==> src/rtl/sparse_window_feeder_if.sv <==
// Beat stream from the window feeder to the PE array.
// Master drives the beat fields and out_valid; slave drives out_ready.
//   out_valid/out_ready : handshake, transfer when both high
//   out_wei / out_act   : weight and activation of the beat
//   out_wei_idx         : kernel index k = r*K + c
//   out_col             : window base column
//   out_last_win        : last beat of a window
//   out_last_row        : last beat of the pass
//   out_zero            : marker beat for an all-zero kernel
interface sparse_window_feeder_if #(
  parameter int unsigned DATA_WIDTH = 8,
  parameter int unsigned IF_WIDTH   = 16,
  parameter int unsigned K          = 3
);
  localparam int unsigned KK    = K * K;
  localparam int unsigned IDX_W = (KK > 1) ? $clog2(KK) : 1;
  localparam int unsigned COL_W = (IF_WIDTH > 1) ? $clog2(IF_WIDTH) : 1;

  logic                  out_valid;
  logic                  out_ready;
  logic [DATA_WIDTH-1:0] out_wei;
  logic [DATA_WIDTH-1:0] out_act;
  logic [IDX_W-1:0]      out_wei_idx;
  logic [COL_W-1:0]      out_col;
  logic                  out_last_win;
  logic                  out_last_row;
  logic                  out_zero;

  modport master (
    output out_valid, out_wei, out_act, out_wei_idx, out_col,
           out_last_win, out_last_row, out_zero,
    input  out_ready
  );

  modport slave (
    input  out_valid, out_wei, out_act, out_wei_idx, out_col,
           out_last_win, out_last_row, out_zero,
    output out_ready
  );
endinterface

==> src/rtl/sparse_window_feeder.sv <==
// Sliding-window feeder for the PE array. Keeps a K-row circular activation
// buffer and a flag-compressed KxK weight store, and per pass streams one
// (weight, activation) beat per cycle over every window, skipping zero
// weights in sparse mode.
// Ports:
//   clk, reset            : clock, synchronous active-high reset
//   i_mode                : 0 dense, 1 sparse
//   i_start               : begin a row pass (needs K rows loaded, IDLE)
//   i_wei_flag_wr/_data   : load nonzero-weight flag, rewinds weight pointer
//   i_wei_wr/_data        : write next weight slot
//   i_act_wr/_data        : push one activation row
//   o_out                 : beat stream (master side)
//   o_busy, o_row_done    : pass in progress, one-cycle pass-complete pulse
//   o_rows_valid          : loaded rows, saturating at K
//   o_err                 : sticky protocol error
module sparse_window_feeder #(
  parameter int unsigned DATA_WIDTH = 8,
  parameter int unsigned IF_WIDTH   = 16,
  parameter int unsigned K          = 3,
  parameter int unsigned STRIDE     = 1
) (
  input  logic                           clk,
  input  logic                           reset,
  input  logic                           i_mode,
  input  logic                           i_start,
  input  logic                           i_wei_flag_wr,
  input  logic [K*K-1:0]                 i_wei_flag_data,
  input  logic                           i_wei_wr,
  input  logic [DATA_WIDTH-1:0]          i_wei_wr_data,
  input  logic                           i_act_wr,
  input  logic [IF_WIDTH*DATA_WIDTH-1:0] i_act_wr_data,
  sparse_window_feeder_if.master         o_out,
  output logic                           o_busy,
  output logic                           o_row_done,
  output logic [$clog2(K):0]             o_rows_valid,
  output logic                           o_err
);
  localparam int unsigned KK     = K * K;
  localparam int unsigned IDX_W  = (KK > 1) ? $clog2(KK) : 1;
  localparam int unsigned COL_W  = (IF_WIDTH > 1) ? $clog2(IF_WIDTH) : 1;
  localparam int unsigned RV_W   = $clog2(K) + 1;
  localparam int unsigned PTR_W  = (K > 1) ? $clog2(K) : 1;
  localparam int unsigned WP_W   = $clog2(KK + 1);
  localparam int unsigned ROW_W  = IF_WIDTH * DATA_WIDTH;
  localparam int unsigned BIT_W  = $clog2(ROW_W);
  localparam int unsigned NW     = (IF_WIDTH - K) / STRIDE + 1;
  localparam int unsigned LAST_W = (NW - 1) * STRIDE;

  typedef enum logic [1:0] {S_IDLE, S_RUN, S_DONE} state_t;

  // Lowest set flag bit at or above 'from' (0 if none).
  function automatic logic [IDX_W-1:0] next_set(input logic [KK-1:0] f, input int from);
    next_set = '0;
    for (int i = int'(KK) - 1; i >= 0; i--) begin
      if (f[i] && (i >= from)) next_set = IDX_W'(i);
    end
  endfunction

  // Whether any flag bit at or above 'from' is set.
  function automatic logic has_set(input logic [KK-1:0] f, input int from);
    has_set = 1'b0;
    for (int i = 0; i < int'(KK); i++) begin
      if (f[i] && (i >= from)) has_set = 1'b1;
    end
  endfunction

  // Storage
  logic [KK-1:0]         r_flag;
  logic [DATA_WIDTH-1:0] r_wei [KK];
  logic [WP_W-1:0]       r_wptr;
  logic [ROW_W-1:0]      r_act [K];
  logic [PTR_W-1:0]      r_oldest;
  logic [RV_W-1:0]       r_rows_valid;
  logic                  r_err;

  // FSM and registered beat
  state_t                r_state, w_state_d;
  logic                  r_mode;
  logic                  r_busy, r_row_done;
  logic                  r_valid;
  logic [DATA_WIDTH-1:0] r_wei_o, r_act_o;
  logic [IDX_W-1:0]      r_idx;
  logic [COL_W-1:0]      r_col;
  logic                  r_last_win, r_last_row, r_zero;

  // Combinational helpers
  logic                  w_idle, w_full, w_mode, w_zero_kern, w_start_ok;
  logic [IDX_W-1:0]      w_first_k, w_next_k;
  logic                  w_load, w_valid_d;
  logic [COL_W-1:0]      w_sel_w;
  logic [IDX_W-1:0]      w_sel_k;
  logic                  w_sel_last_win, w_sel_last_row;
  logic [DATA_WIDTH-1:0] w_sel_wei, w_sel_act;
  logic [PTR_W-1:0]      w_rd_phys;
  logic [BIT_W-1:0]      w_rd_bit;
  logic [ROW_W-1:0]      w_rd_row;
  logic [IDX_W-1:0]      w_wslot;
  logic                  w_wslot_ok, w_wei_we, w_wr_err;
  logic [PTR_W-1:0]      w_wr_phys;

  assign w_idle      = (r_state == S_IDLE);
  assign w_full      = (r_rows_valid == RV_W'(K));
  // Mode is sampled live until start, then frozen for the pass.
  assign w_mode      = w_idle ? i_mode : r_mode;
  assign w_zero_kern = w_mode && (r_flag == '0);
  assign w_start_ok  = w_idle && i_start && w_full;
  assign w_first_k   = (w_mode && !w_zero_kern) ? next_set(r_flag, 0) : '0;
  assign w_next_k    = w_mode ? next_set(r_flag, int'(r_idx) + 1) : (r_idx + IDX_W'(1));

  // Next state and selection of the next beat to load
  always_comb begin
    w_state_d = r_state;
    w_valid_d = r_valid;
    w_load    = 1'b0;
    w_sel_w   = '0;
    w_sel_k   = '0;
    unique case (r_state)
      S_IDLE: begin
        w_valid_d = 1'b0;
        if (w_start_ok) begin
          w_state_d = S_RUN;
          w_valid_d = 1'b1;
          w_load    = 1'b1;
          w_sel_k   = w_first_k;
        end
      end
      S_RUN: begin
        if (r_valid && o_out.out_ready) begin
          if (r_last_row) begin
            w_state_d = S_DONE;
            w_valid_d = 1'b0;
          end else begin
            w_load = 1'b1;
            if (r_last_win) begin
              w_sel_w = r_col + COL_W'(STRIDE);
              w_sel_k = w_first_k;
            end else begin
              w_sel_w = r_col;
              w_sel_k = w_next_k;
            end
          end
        end
      end
      S_DONE: begin
        w_state_d = S_IDLE;
        w_valid_d = 1'b0;
      end
      default: begin
        w_state_d = S_IDLE;
        w_valid_d = 1'b0;
      end
    endcase
  end

  // Beat fields for the selected (window, k)
  always_comb begin
    w_sel_last_win = w_zero_kern ||
                     (w_mode ? !has_set(r_flag, int'(w_sel_k) + 1)
                             : (w_sel_k == IDX_W'(KK - 1)));
    w_sel_last_row = w_sel_last_win && (w_sel_w == COL_W'(LAST_W));
    // Logical row k/K lives at physical (oldest + k/K) mod K.
    w_rd_phys = PTR_W'((int'(r_oldest) + int'(w_sel_k) / int'(K)) % int'(K));
    w_rd_bit  = BIT_W'((int'(w_sel_w) + int'(w_sel_k) % int'(K)) * int'(DATA_WIDTH));
    w_rd_row  = r_act[w_rd_phys];
    w_sel_act = w_zero_kern ? '0 : w_rd_row[w_rd_bit +: DATA_WIDTH];
    w_sel_wei = w_zero_kern ? '0 : r_wei[w_sel_k];
  end

  // State and output beat registers
  always_ff @(posedge clk) begin
    if (reset) begin
      r_state    <= S_IDLE;
      r_mode     <= 1'b0;
      r_busy     <= 1'b0;
      r_row_done <= 1'b0;
      r_valid    <= 1'b0;
      r_wei_o    <= '0;
      r_act_o    <= '0;
      r_idx      <= '0;
      r_col      <= '0;
      r_last_win <= 1'b0;
      r_last_row <= 1'b0;
      r_zero     <= 1'b0;
    end else begin
      r_state    <= w_state_d;
      r_busy     <= (w_state_d != S_IDLE);
      r_row_done <= (w_state_d == S_DONE);
      r_valid    <= w_valid_d;
      if (w_start_ok) r_mode <= i_mode;
      if (w_load) begin
        r_wei_o    <= w_sel_wei;
        r_act_o    <= w_sel_act;
        r_idx      <= w_sel_k;
        r_col      <= w_sel_w;
        r_last_win <= w_sel_last_win;
        r_last_row <= w_sel_last_row;
        r_zero     <= w_zero_kern;
      end
    end
  end

  // Weight slot: sparse mode skips to the next flagged slot, dense is sequential.
  assign w_wslot    = i_mode ? next_set(r_flag, int'(r_wptr)) : IDX_W'(r_wptr);
  assign w_wslot_ok = i_mode ? has_set(r_flag, int'(r_wptr)) : (r_wptr < WP_W'(KK));
  assign w_wei_we   = w_idle && !i_wei_flag_wr && i_wei_wr && w_wslot_ok;
  assign w_wr_phys  = w_full ? r_oldest
                             : PTR_W'((int'(r_oldest) + int'(r_rows_valid)) % int'(K));
  assign w_wr_err   = (!w_idle && (i_wei_flag_wr || i_wei_wr || i_act_wr)) ||
                      (w_idle && !i_wei_flag_wr && i_wei_wr && !w_wslot_ok);

  // Store pointers, row count and error flag
  always_ff @(posedge clk) begin
    if (reset) begin
      r_flag       <= '0;
      r_wptr       <= '0;
      r_oldest     <= '0;
      r_rows_valid <= '0;
      r_err        <= 1'b0;
    end else begin
      if (w_wr_err) r_err <= 1'b1;
      if (w_idle) begin
        if (i_wei_flag_wr) begin
          r_flag <= i_wei_flag_data;
          r_wptr <= '0;
        end else if (w_wei_we) begin
          r_wptr <= WP_W'(w_wslot) + WP_W'(1);
        end
        if (i_act_wr) begin
          if (w_full) r_oldest <= PTR_W'((int'(r_oldest) + 1) % int'(K));
          else        r_rows_valid <= r_rows_valid + RV_W'(1);
        end
      end
    end
  end

  // Weight and activation arrays (contents need no reset)
  always_ff @(posedge clk) begin
    if (!reset) begin
      if (w_wei_we) r_wei[w_wslot] <= i_wei_wr_data;
      if (w_idle && i_act_wr) r_act[w_wr_phys] <= i_act_wr_data;
    end
  end

  assign o_out.out_valid    = r_valid;
  assign o_out.out_wei      = r_wei_o;
  assign o_out.out_act      = r_act_o;
  assign o_out.out_wei_idx  = r_idx;
  assign o_out.out_col      = r_col;
  assign o_out.out_last_win = r_last_win;
  assign o_out.out_last_row = r_last_row;
  assign o_out.out_zero     = r_zero;
  assign o_busy             = r_busy;
  assign o_row_done         = r_row_done;
  assign o_rows_valid       = r_rows_valid;
  assign o_err              = r_err;
endmodule

==> src/flat_wrapper.sv <==
// flat-port wrapper written by rule: the top's interface ports become plain ports
module sparse_window_feeder_flat 
#(
  parameter int unsigned DATA_WIDTH = 8,
  parameter int unsigned IF_WIDTH   = 16,
  parameter int unsigned K          = 3,
  parameter int unsigned STRIDE     = 1
)
  (clk, reset, i_mode, i_start, i_wei_flag_wr, i_wei_flag_data, i_wei_wr, i_wei_wr_data, i_act_wr, i_act_wr_data, o_busy, o_row_done, o_rows_valid, o_err, o_out_out_valid, o_out_out_wei, o_out_out_act, o_out_out_wei_idx, o_out_out_col, o_out_out_last_win, o_out_out_last_row, o_out_out_zero, o_out_out_ready);
  sparse_window_feeder_if #(.DATA_WIDTH(DATA_WIDTH), .IF_WIDTH(IF_WIDTH), .K(K)) o_out_i ();
  input  logic clk;
  input  logic reset;
  input  logic i_mode;
  input  logic i_start;
  input  logic i_wei_flag_wr;
  input  logic [K*K-1:0] i_wei_flag_data;
  input  logic i_wei_wr;
  input  logic [DATA_WIDTH-1:0] i_wei_wr_data;
  input  logic i_act_wr;
  input  logic [IF_WIDTH*DATA_WIDTH-1:0] i_act_wr_data;
  output logic o_busy;
  output logic o_row_done;
  output logic [$clog2(K):0] o_rows_valid;
  output logic o_err;
  output wire logic [$bits(o_out_i.out_valid)-1:0] o_out_out_valid;
  output wire logic [$bits(o_out_i.out_wei)-1:0] o_out_out_wei;
  output wire logic [$bits(o_out_i.out_act)-1:0] o_out_out_act;
  output wire logic [$bits(o_out_i.out_wei_idx)-1:0] o_out_out_wei_idx;
  output wire logic [$bits(o_out_i.out_col)-1:0] o_out_out_col;
  output wire logic [$bits(o_out_i.out_last_win)-1:0] o_out_out_last_win;
  output wire logic [$bits(o_out_i.out_last_row)-1:0] o_out_out_last_row;
  output wire logic [$bits(o_out_i.out_zero)-1:0] o_out_out_zero;
  input wire logic [$bits(o_out_i.out_ready)-1:0] o_out_out_ready;
  assign o_out_out_valid = o_out_i.out_valid;
  assign o_out_out_wei = o_out_i.out_wei;
  assign o_out_out_act = o_out_i.out_act;
  assign o_out_out_wei_idx = o_out_i.out_wei_idx;
  assign o_out_out_col = o_out_i.out_col;
  assign o_out_out_last_win = o_out_i.out_last_win;
  assign o_out_out_last_row = o_out_i.out_last_row;
  assign o_out_out_zero = o_out_i.out_zero;
  assign o_out_i.out_ready = o_out_out_ready;
  sparse_window_feeder #(.DATA_WIDTH(DATA_WIDTH), .IF_WIDTH(IF_WIDTH), .K(K), .STRIDE(STRIDE)) u_core (.clk(clk), .reset(reset), .i_mode(i_mode), .i_start(i_start), .i_wei_flag_wr(i_wei_flag_wr), .i_wei_flag_data(i_wei_flag_data), .i_wei_wr(i_wei_wr), .i_wei_wr_data(i_wei_wr_data), .i_act_wr(i_act_wr), .i_act_wr_data(i_act_wr_data), .o_out(o_out_i), .o_busy(o_busy), .o_row_done(o_row_done), .o_rows_valid(o_rows_valid), .o_err(o_err));
endmodule
==> config.mk <==
export PLATFORM = sky130hd
export DESIGN_NAME = sparse_window_feeder_flat
export DESIGN_NICKNAME = d
export VERILOG_FILES = /design/src/rtl/sparse_window_feeder_if.sv /design/src/rtl/sparse_window_feeder.sv /design/src/flat_wrapper.sv
export SDC_FILE = /design/constraint.sdc
export NUM_CORES = 1
export LEC_CHECK = 0
export CAP_MARGIN = 20
export CELL_PAD_IN_SITES_DETAIL_PLACEMENT = 1
export CELL_PAD_IN_SITES_GLOBAL_PLACEMENT = 1
export CORE_ASPECT_RATIO = 1.25
export CORE_MARGIN = 1.5
export CORE_UTILIZATION = 30
export CTS_BUF_LIST = sky130_fd_sc_hd__clkbuf_4
export CTS_CLUSTER_DIAMETER = 100
export DETAILED_ROUTE_END_ITERATION = 8
export PLACE_DENSITY = 0.58
export SLEW_MARGIN = 0
export SYNTH_ARGS = -nofsm -noshare
export SYNTH_HDL_FRONTEND = slang
export SYNTH_SLANG_ARGS = --single-unit
==> constraint.sdc <==
create_clock -name clk -period 26.1 [get_ports clk]
set_input_delay 6.525 -clock clk [delete_from_list [all_inputs] [get_ports clk]]
set_output_delay 6.525 -clock clk [all_outputs]
set_load 0.005 [all_outputs]
==> results.txt <==
Setup Slack @ Placement: 9.252 ns
Vias: 14530
Unrepaired setup endpoints after global routing: false
Hold crit path type: flop to flop
WL/cell: 22.61 um
WHS Endpoint: u_core.o_err
Worst setup margin: 10.29 ns
Crit path launch type: input port
Clock-pin slew on the worst setup and hold paths: 0.06 ns
Int Pwr: 0.001352 W
Share of layout cells above drive strength 1: 0.1780
Mux cell area share after synthesis: 0.08940
Max Fanout on Critical Path: 47
WL final: 65270 um
XOR/XNOR Fraction of Synth Area: 0.006658
Die width: 245.1 um
# setup viols final: 0
RR Endpoint: u_core.o_out.out_act[2]
R2R depth: 34
CP max stage cell: or2_1
Filler instances: 7639
Sequential area share after synthesis: 0.6701
Hold Crit Start: u_core.o_err
FF-to-FF setup slack: 15.66 ns
Slowest cell delay on critical path: 0.74 ns
ANT nets after route: 0
Io pins: 187
Critical path origin: i_mode
Clock power share: 0.408
Number of hold violations in the final report: 0
Area Growth Syn to Fin: 21.60%
Setup Buffers After CTS: 0
DRT iter0 DRCs: 556
Antenna violations before repair: 17
Clk Latency, worst-skew pair: 0.96 ns
P_sw: 0.0004213 W
Total grt overflow: 0
Commonest non-fill, non-tap cell in the layout: edfxtp_1
Warnings from Yosys: 0
Post-Synth Simple-Gate Area: 0.08917
Sequential share of power: 0.531
Overall Power: 0.001774 W
Placed Area: 0.02492 mm^2
Drt drc: 0
Max Fclk: 63.26 MHz
Mapped Cells: 1560
Longest Clk Path Bufs: 3
Row cnt: 110
Full die area: 0.07493 mm^2
Post-Synth Adder-Cell Area: 0.02322
Max-cap viol count: 0
Crit path kind: input port to flop
GRT Util Overall: 0.1767
Post-Layout Inst Area: 0.02674 mm^2
Worst slew margin: 0.2799
Main synth FF type: edfxtp_1
VDD IR max: 0.04263 mV
Die extent in y: 305.7 um
Num CTS Buffers: 140
Number of port buffers: 186
Commonest non-fill, non-tap cells in the layout: edfxtp_1, clkbuf_4, clkdlybuf4s50_1
Switching share of total power: 0.2375
Outcome: completed
H-tree level count: 4
Avg Cell Area, Syn: 14.09 um^2
Clock Skew: 0.06398 ns
Global-route wire length before repair: 98180 um
Flops & latches, synth: 508
1st-pass router iterations: 5
Vias in the first global route: 16000
Crit path capture type: flop
Tcrit/Tclk final: 0.6057
FFs w/ async S/R, synth: 0
# clock sinks: 508
Hold depth: 2
Critical Path RT: 26.95 ns
Post-route setup TNS: 0 ns
Cell Pwr Density: 66.34 mW/mm^2
Data arrival time of the critical path: 16.66 ns
Largest net degree at the start of global routing: 73
Combinational family with the most area after synthesis: compound AO/OA/AOI/OAI gates
Worst-margin pin slew: 1.080 ns
Detailed Place HPWL: 43360 um
Post-synth EDFFs: 456
Post-CTS sizing: 0
CTS Hold Bufs: 0
Pleak: 8.834 nW
Syn_nets: 1752
Combinational share of power: 0.061
Count of cell types in the netlist: 89
Nets: 2023
CTS tree: yes
Root buf cell: clkbuf_4
Fin. max-slew vios: 0
Via/cell ratio: 5.032
Complex-gate fraction of the synthesized area: 0.09737
Hold slack: 0.4708 ns
Syn Std Cell Area: 0.02199 mm^2
Tmin final: 15.81 ns
RR Startpoint: u_core.o_out.out_wei_idx[1]
GPL Wtd Cong: 0.7957
Worst path most repeated cell: ha_1
Core Region: 0.07226 mm^2
Effective utilization at floorplan: 0.3043
-- cell usage after synthesis (5+ instances only) --
library cell	n	area, um^2
mux2_2	15	168.9
a31oi_1	15	93.84
mux2i_1	76	760.7
nor2b_1	10	62.56
o211ai_1	5	37.54
nand2b_1	15	93.84
a221oi_1	7	61.31
a311oi_1	5	43.79
mux4_2	46	1036
a211o_1	7	61.31
o221ai_1	5	43.79
nor4_1	13	81.33
nor3_1	17	85.08
and3_1	5	31.28
edfxtp_1	456	13690
a22oi_1	16	120.1
and2_1	32	200.2
buf_2	18	90.09
inv_1	36	135.1
ha_1	36	450.4
xor2_1	6	52.55
dfxtp_1	52	1041
nor2_1	83	311.6
xnor2_1	7	61.31
o21ai_0	38	190.2
a21oi_1	88	440.4
a41oi_1	6	52.55
buf_1	7	26.28
clkbuf_1	52	195.2
nand3_1	39	195.2
o22ai_1	32	200.2
a211oi_1	35	262.8
nand2_1	175	656.9
o31ai_1	5	37.54
-- metal layers --
metal / track usage / share of wire / vias to the layer above
li1: - / - / 6657
met1: 0.1929 / 0.38 / 7327
met2: 0.3198 / 0.53 / 388
met3: 0.05575 / 0.060 / 128
met4: 0.05958 / 0.021 / 28
met5: 0 / 0.0028 / -
-- area by class of cell --
cell class                      instances  area [um^2]  area share
Antenna cell                            2        5.005   0.0001872
Clock inverter                         35        212.7    0.007956
Clock buffer                          209         1569     0.05869
Inverter                               38        142.6    0.005335
Timing Repair Buffer                  214         2087     0.07806
Tap cell                              952         1191     0.04455
Sequential cell                       508        14730      0.5511
Multi-Input combinational cell        929         6794      0.2541
-- through the flow --
stage	cells	utilization
finish	2887	0.3700
global route	2886	0.3700
CTS	2884	0.3696
detailed placement	2640	0.3449
global placement	2640	0.3449
floorplan	1560	-
-- power groups by stage --
| stage | Combinational (W) | Sequential (W) | Clock [W] |
|---|---|---|---|
| 2_1_floorplan | 0.0000511 | 0.000960 | 0 |
| 3_3_place_gp | 0.000107 | 0.000958 | 0 |
| 3_5_place_dp | 0.000110 | 0.000960 | 0 |
| 6_report | 0.000109 | 0.000942 | 0.000723 |
| 5_1_grt | 0.000120 | 0.000945 | 0.000789 |
| 4_1_cts | 0.000111 | 0.000942 | 0.000753 |
-- cell families (layout without fill, tap and decap cells) --
logic type                 count (synthesis)  after routing
and+or+nand+nor                          421            421
muxes                                    137            137
other                                      0              2
DFF                                      508            508
xor gates and xnor gates                  15             15
AOI/OAI and AO/OA                        317            317
adders and majority gates                 39             39
buffers and inverters                    123            496
-- worst max path at each step --
stage / end / slack (ns) / cells after the start
detailed placement: u_core.o_out.out_act[2] / 9.25 / 34
CTS: u_core.o_out.out_act[2] / 10.39 / 34
floorplan: u_core.o_out.out_act[1] / 12.49 / 36
global placement: u_core.o_out.out_act[2] / 9.73 / 34
finish: u_core.o_out.out_act[2] / 10.29 / 34
global route: u_core.o_out.out_act[2] / 9.66 / 34
-- state kept, by name (all words and copies together) (netlist names), 3 cells and up --
| signal | flops |
|---|---|
| u_core.r_act | 384 |
| u_core.r_wei | 72 |
| u_core.r_flag | 9 |
| u_core.o_out.out_act | 8 |
| u_core.o_out.out_wei | 8 |
| u_core.o_out.out_col | 4 |
| u_core.o_out.out_wei_idx | 4 |
| u_core.r_wptr | 4 |
| u_core.o_rows_valid | 3 |
-- worst max-delay path: cells and delay by family --
family / cells / cell delay [ns]
buffers and inverters: 4 / 1.43
and+or+nand+nor: 10 / 2.99
muxes: 2 / 0.85
AOI/OAI and AO/OA: 11 / 2.80
adders and majority gates: 7 / 1.97
Note: power is estimated with default switching activity, not from simulation.
==> variant (same flow settings) <==
The 3 states of `state_t` get a one-hot encoding in 3 bits.
--- a/src/rtl/sparse_window_feeder.sv
+++ b/src/rtl/sparse_window_feeder.sv
@@ -46,7 +46,7 @@
   localparam int unsigned NW     = (IF_WIDTH - K) / STRIDE + 1;
   localparam int unsigned LAST_W = (NW - 1) * STRIDE;
 
-  typedef enum logic [1:0] {S_IDLE, S_RUN, S_DONE} state_t;
+  typedef enum logic [2:0] {S_IDLE = 3'b001, S_RUN = 3'b010, S_DONE = 3'b100} state_t;
 
   // Lowest set flag bit at or above 'from' (0 if none).
   function automatic logic [IDX_W-1:0] next_set(input logic [KK-1:0] f, input int from);
Behaviour: same outputs for any inputs over 4 cycles, from zero or initial values and one cycle with reset high; so few cycles prove little.
==> variant against the unedited design <==
- register-to-register slack got worse by 1500 ps
- sequential share of layout area decreased by 3.3 points
- sequential cell count is 1 higher
- first-iteration DRC count grew 100%
- power shrank 0.49%
- setup slack got worse by 1100 ps
- routed wire length up 24%
- final area grew 6.6%
- largest cell class unchanged
- clock skew increased by 7.2 ps
- synthesized area grew 8.1%
- count of clock-buffer cells in the layout down 13
==> variant: results (changes against the unedited design) <==
----------------------------------------------------
[Status]
  Result of the run ... finished clean (unchanged)

[Placement]
  Post-Place Worst Slack ... 8420 ps (was 9250 ps)
  Routability Congestion ... 0.849 (was 0.796)
  Buffers on Ports ... 186 (unchanged)
  Final HPWL from detailed placement ... 55,000 um (was 43,400 um)

[Clocking]
  Total CTS buffers ... 140 (unchanged)
  Clock root buffer master ... clkbuf_4 (unchanged)
  Skew-Pair Late Insertion Delay ... 990 ps (was 960 ps)
  Buffers inserted during post-CTS setup optimization ... 0 (unchanged)

[Drt]
  Met1 wire length ... 31,800 um (was 25,000 um)
  Number of design-rule violations left by the first detailed-router iteration ... 1,129 (was 556)
  Overall via count from detail_route ... 17,400 (was 14,500)
  Met2 WL post-DR ... 41,200 um (was 34,800 um)
  Total length of routed wires ... 80,800 um (was 65,300 um)
  WL met3 ... 4720 um (was 3930 um)

[Yosys]
  Fraction of synthesized area in multiplexers ... 8.65% (was 8.94%)
  Net count after synthesis ... 2,039 (was 1,752)
  Sequential element share of the synthesized area ... 62.1% (was 67.0%)
  Fraction of the mapped netlist area in compound gates ... 13.2% (was 9.74%)
  Synth top area cells ... edfxtp_1 (58%), dfxtp_1 (4.5%), mux2i_1 (3.7%), mux4_2 (3.1%), a21oi_1 (2.1%) (was edfxtp_1 (62%), dfxtp_1 (4.7%), mux4_2 (4.7%), mux2i_1 (3.5%), nand2_1 (3.0%))
  Unique cell type count in the Yosys netlist ... 92 (was 89)
  Synth cell count leaders ... edfxtp_1 (456), nand2_1 (129), nor2_1 (116) (was edfxtp_1 (456), nand2_1 (175), a21oi_1 (88))
  XOR/XNOR Fraction of Synth Area ... 0.548% (was 0.666%)
  Adder-cell area share of the yosys netlist ... 2.15% (was 2.32%)

[Global routing]
  Initial antenna violation count ... 9 (was 17)
  Number of global-route vias before repair ... 18,600 (was 16,000)
  Maximum number of pins on one net before global-route repair ... 68 (was 73)
  Global-route wire length before repair ... 120,000 um (was 98,200 um)
  Met1 capacity usage during global routing ... 23.8% (was 19.3%)
  Overall fraction of global-route tracks in use ... 20.1% (was 17.7%)
  Met3 global-route usage ... 4.75% (was 5.58%)

[Critical path]
  Arrival time of the worst setup path ... 17,730 ps (was 16,660 ps)
  Setup slack on the worst flop-to-flop path ... 14,200 ps (was 15,660 ps)
  Worst R2R Path Depth ... 38 (was 34)
  Category of cells accounting for the largest share of critical-path delay ... simple AND/OR/NAND/NOR gates (unchanged)
  Endpoint of the most critical register-to-register path ... u_core.o_out.out_act[0] (was u_core.o_out.out_act[2])
  Critical-path cell with the highest stage delay ... or3_1 (was or2_1)
  Worst Path Max Fanout ... 38 (was 47)

[Finish]
  Final #Nets ... 2,274 (was 2,023)
  Fill count ... 8,508 (was 7,639)
  Share of cells above drive strength 1 ... 16.9% (was 17.8%)

[Hold path]
  Hold crit path type ... reg2reg (unchanged)

[Power]
  Largest vdd supply drop ... 40.8 uV (was 42.6 uV)
  Leak Pwr ... 9.37 nW (was 8.83 nW)

[STA]
  Relative slew slack ... 28.4% (was 28.0%)
  Clock skew ... 71.2 ps (was 64.0 ps)

----------------------------------------------------
[variant: how the worst max path moves through the flow]
stage          cells after the start                 endpoint  slack (ps)    from
2_1_floorplan                     43  u_core.o_out.out_act[6]       11280  i_mode
6_report                          38  u_core.o_out.out_act[0]        9190  i_mode
3_3_place_gp                      38  u_core.o_out.out_act[4]        8810  i_mode
4_1_cts                           38  u_core.o_out.out_act[0]        9490  i_mode
5_1_grt                           38  u_core.o_out.out_act[4]        8630  i_mode
3_5_place_dp                      38  u_core.o_out.out_act[6]        8420  i_mode
[variant: per-stage QoR]
stage	area (sq um)	utilization [%]	hold slack, ps	instances
after detailed placement	26800	34.1	493	2993
after CTS	28500	36.3	510	3226
after floorplan	23800	-	449	1847
final	28500	36.3	486	3232
after global placement	26800	34.1	464	2993
after global routing	28500	36.3	551	3231
[variant: kinds of logic (layout without fill, tap and decap cells)]
family,Yosys count,in the layout
flops,509,509
simple gates,501,501
compound gates,454,454
buf+inv,171,497
mux,159,159
fa+ha+maj,39,39
xor+xnor,14,14
other cells,0,6
[variant: layout make-up]
| type | instances | area [sq um] | area share [%] |
|---|---|---|---|
| multi-input cells | 1167 | 8460 | 29.7 |
| well taps | 1053 | 1320 | 4.62 |
| diodes | 6 | 15.0 | 0.0527 |
| clock inverters | 37 | 193 | 0.676 |
| repair buffers | 223 | 2130 | 7.49 |
| clock buffers | 196 | 1470 | 5.16 |
| flip-flops and latches | 509 | 14800 | 51.8 |
| inverters | 41 | 154 | 0.540 |
[variant: power by group]
part | internal, W | switching [W] | total, W
Sequential | 0.000931 | 0.0000169 | 0.000948
Clock | 0.000355 | 0.000341 | 0.000696
Combinational | 0.0000472 | 0.0000734 | 0.000121
Total | 0.00133 | 0.000432 | 0.00176
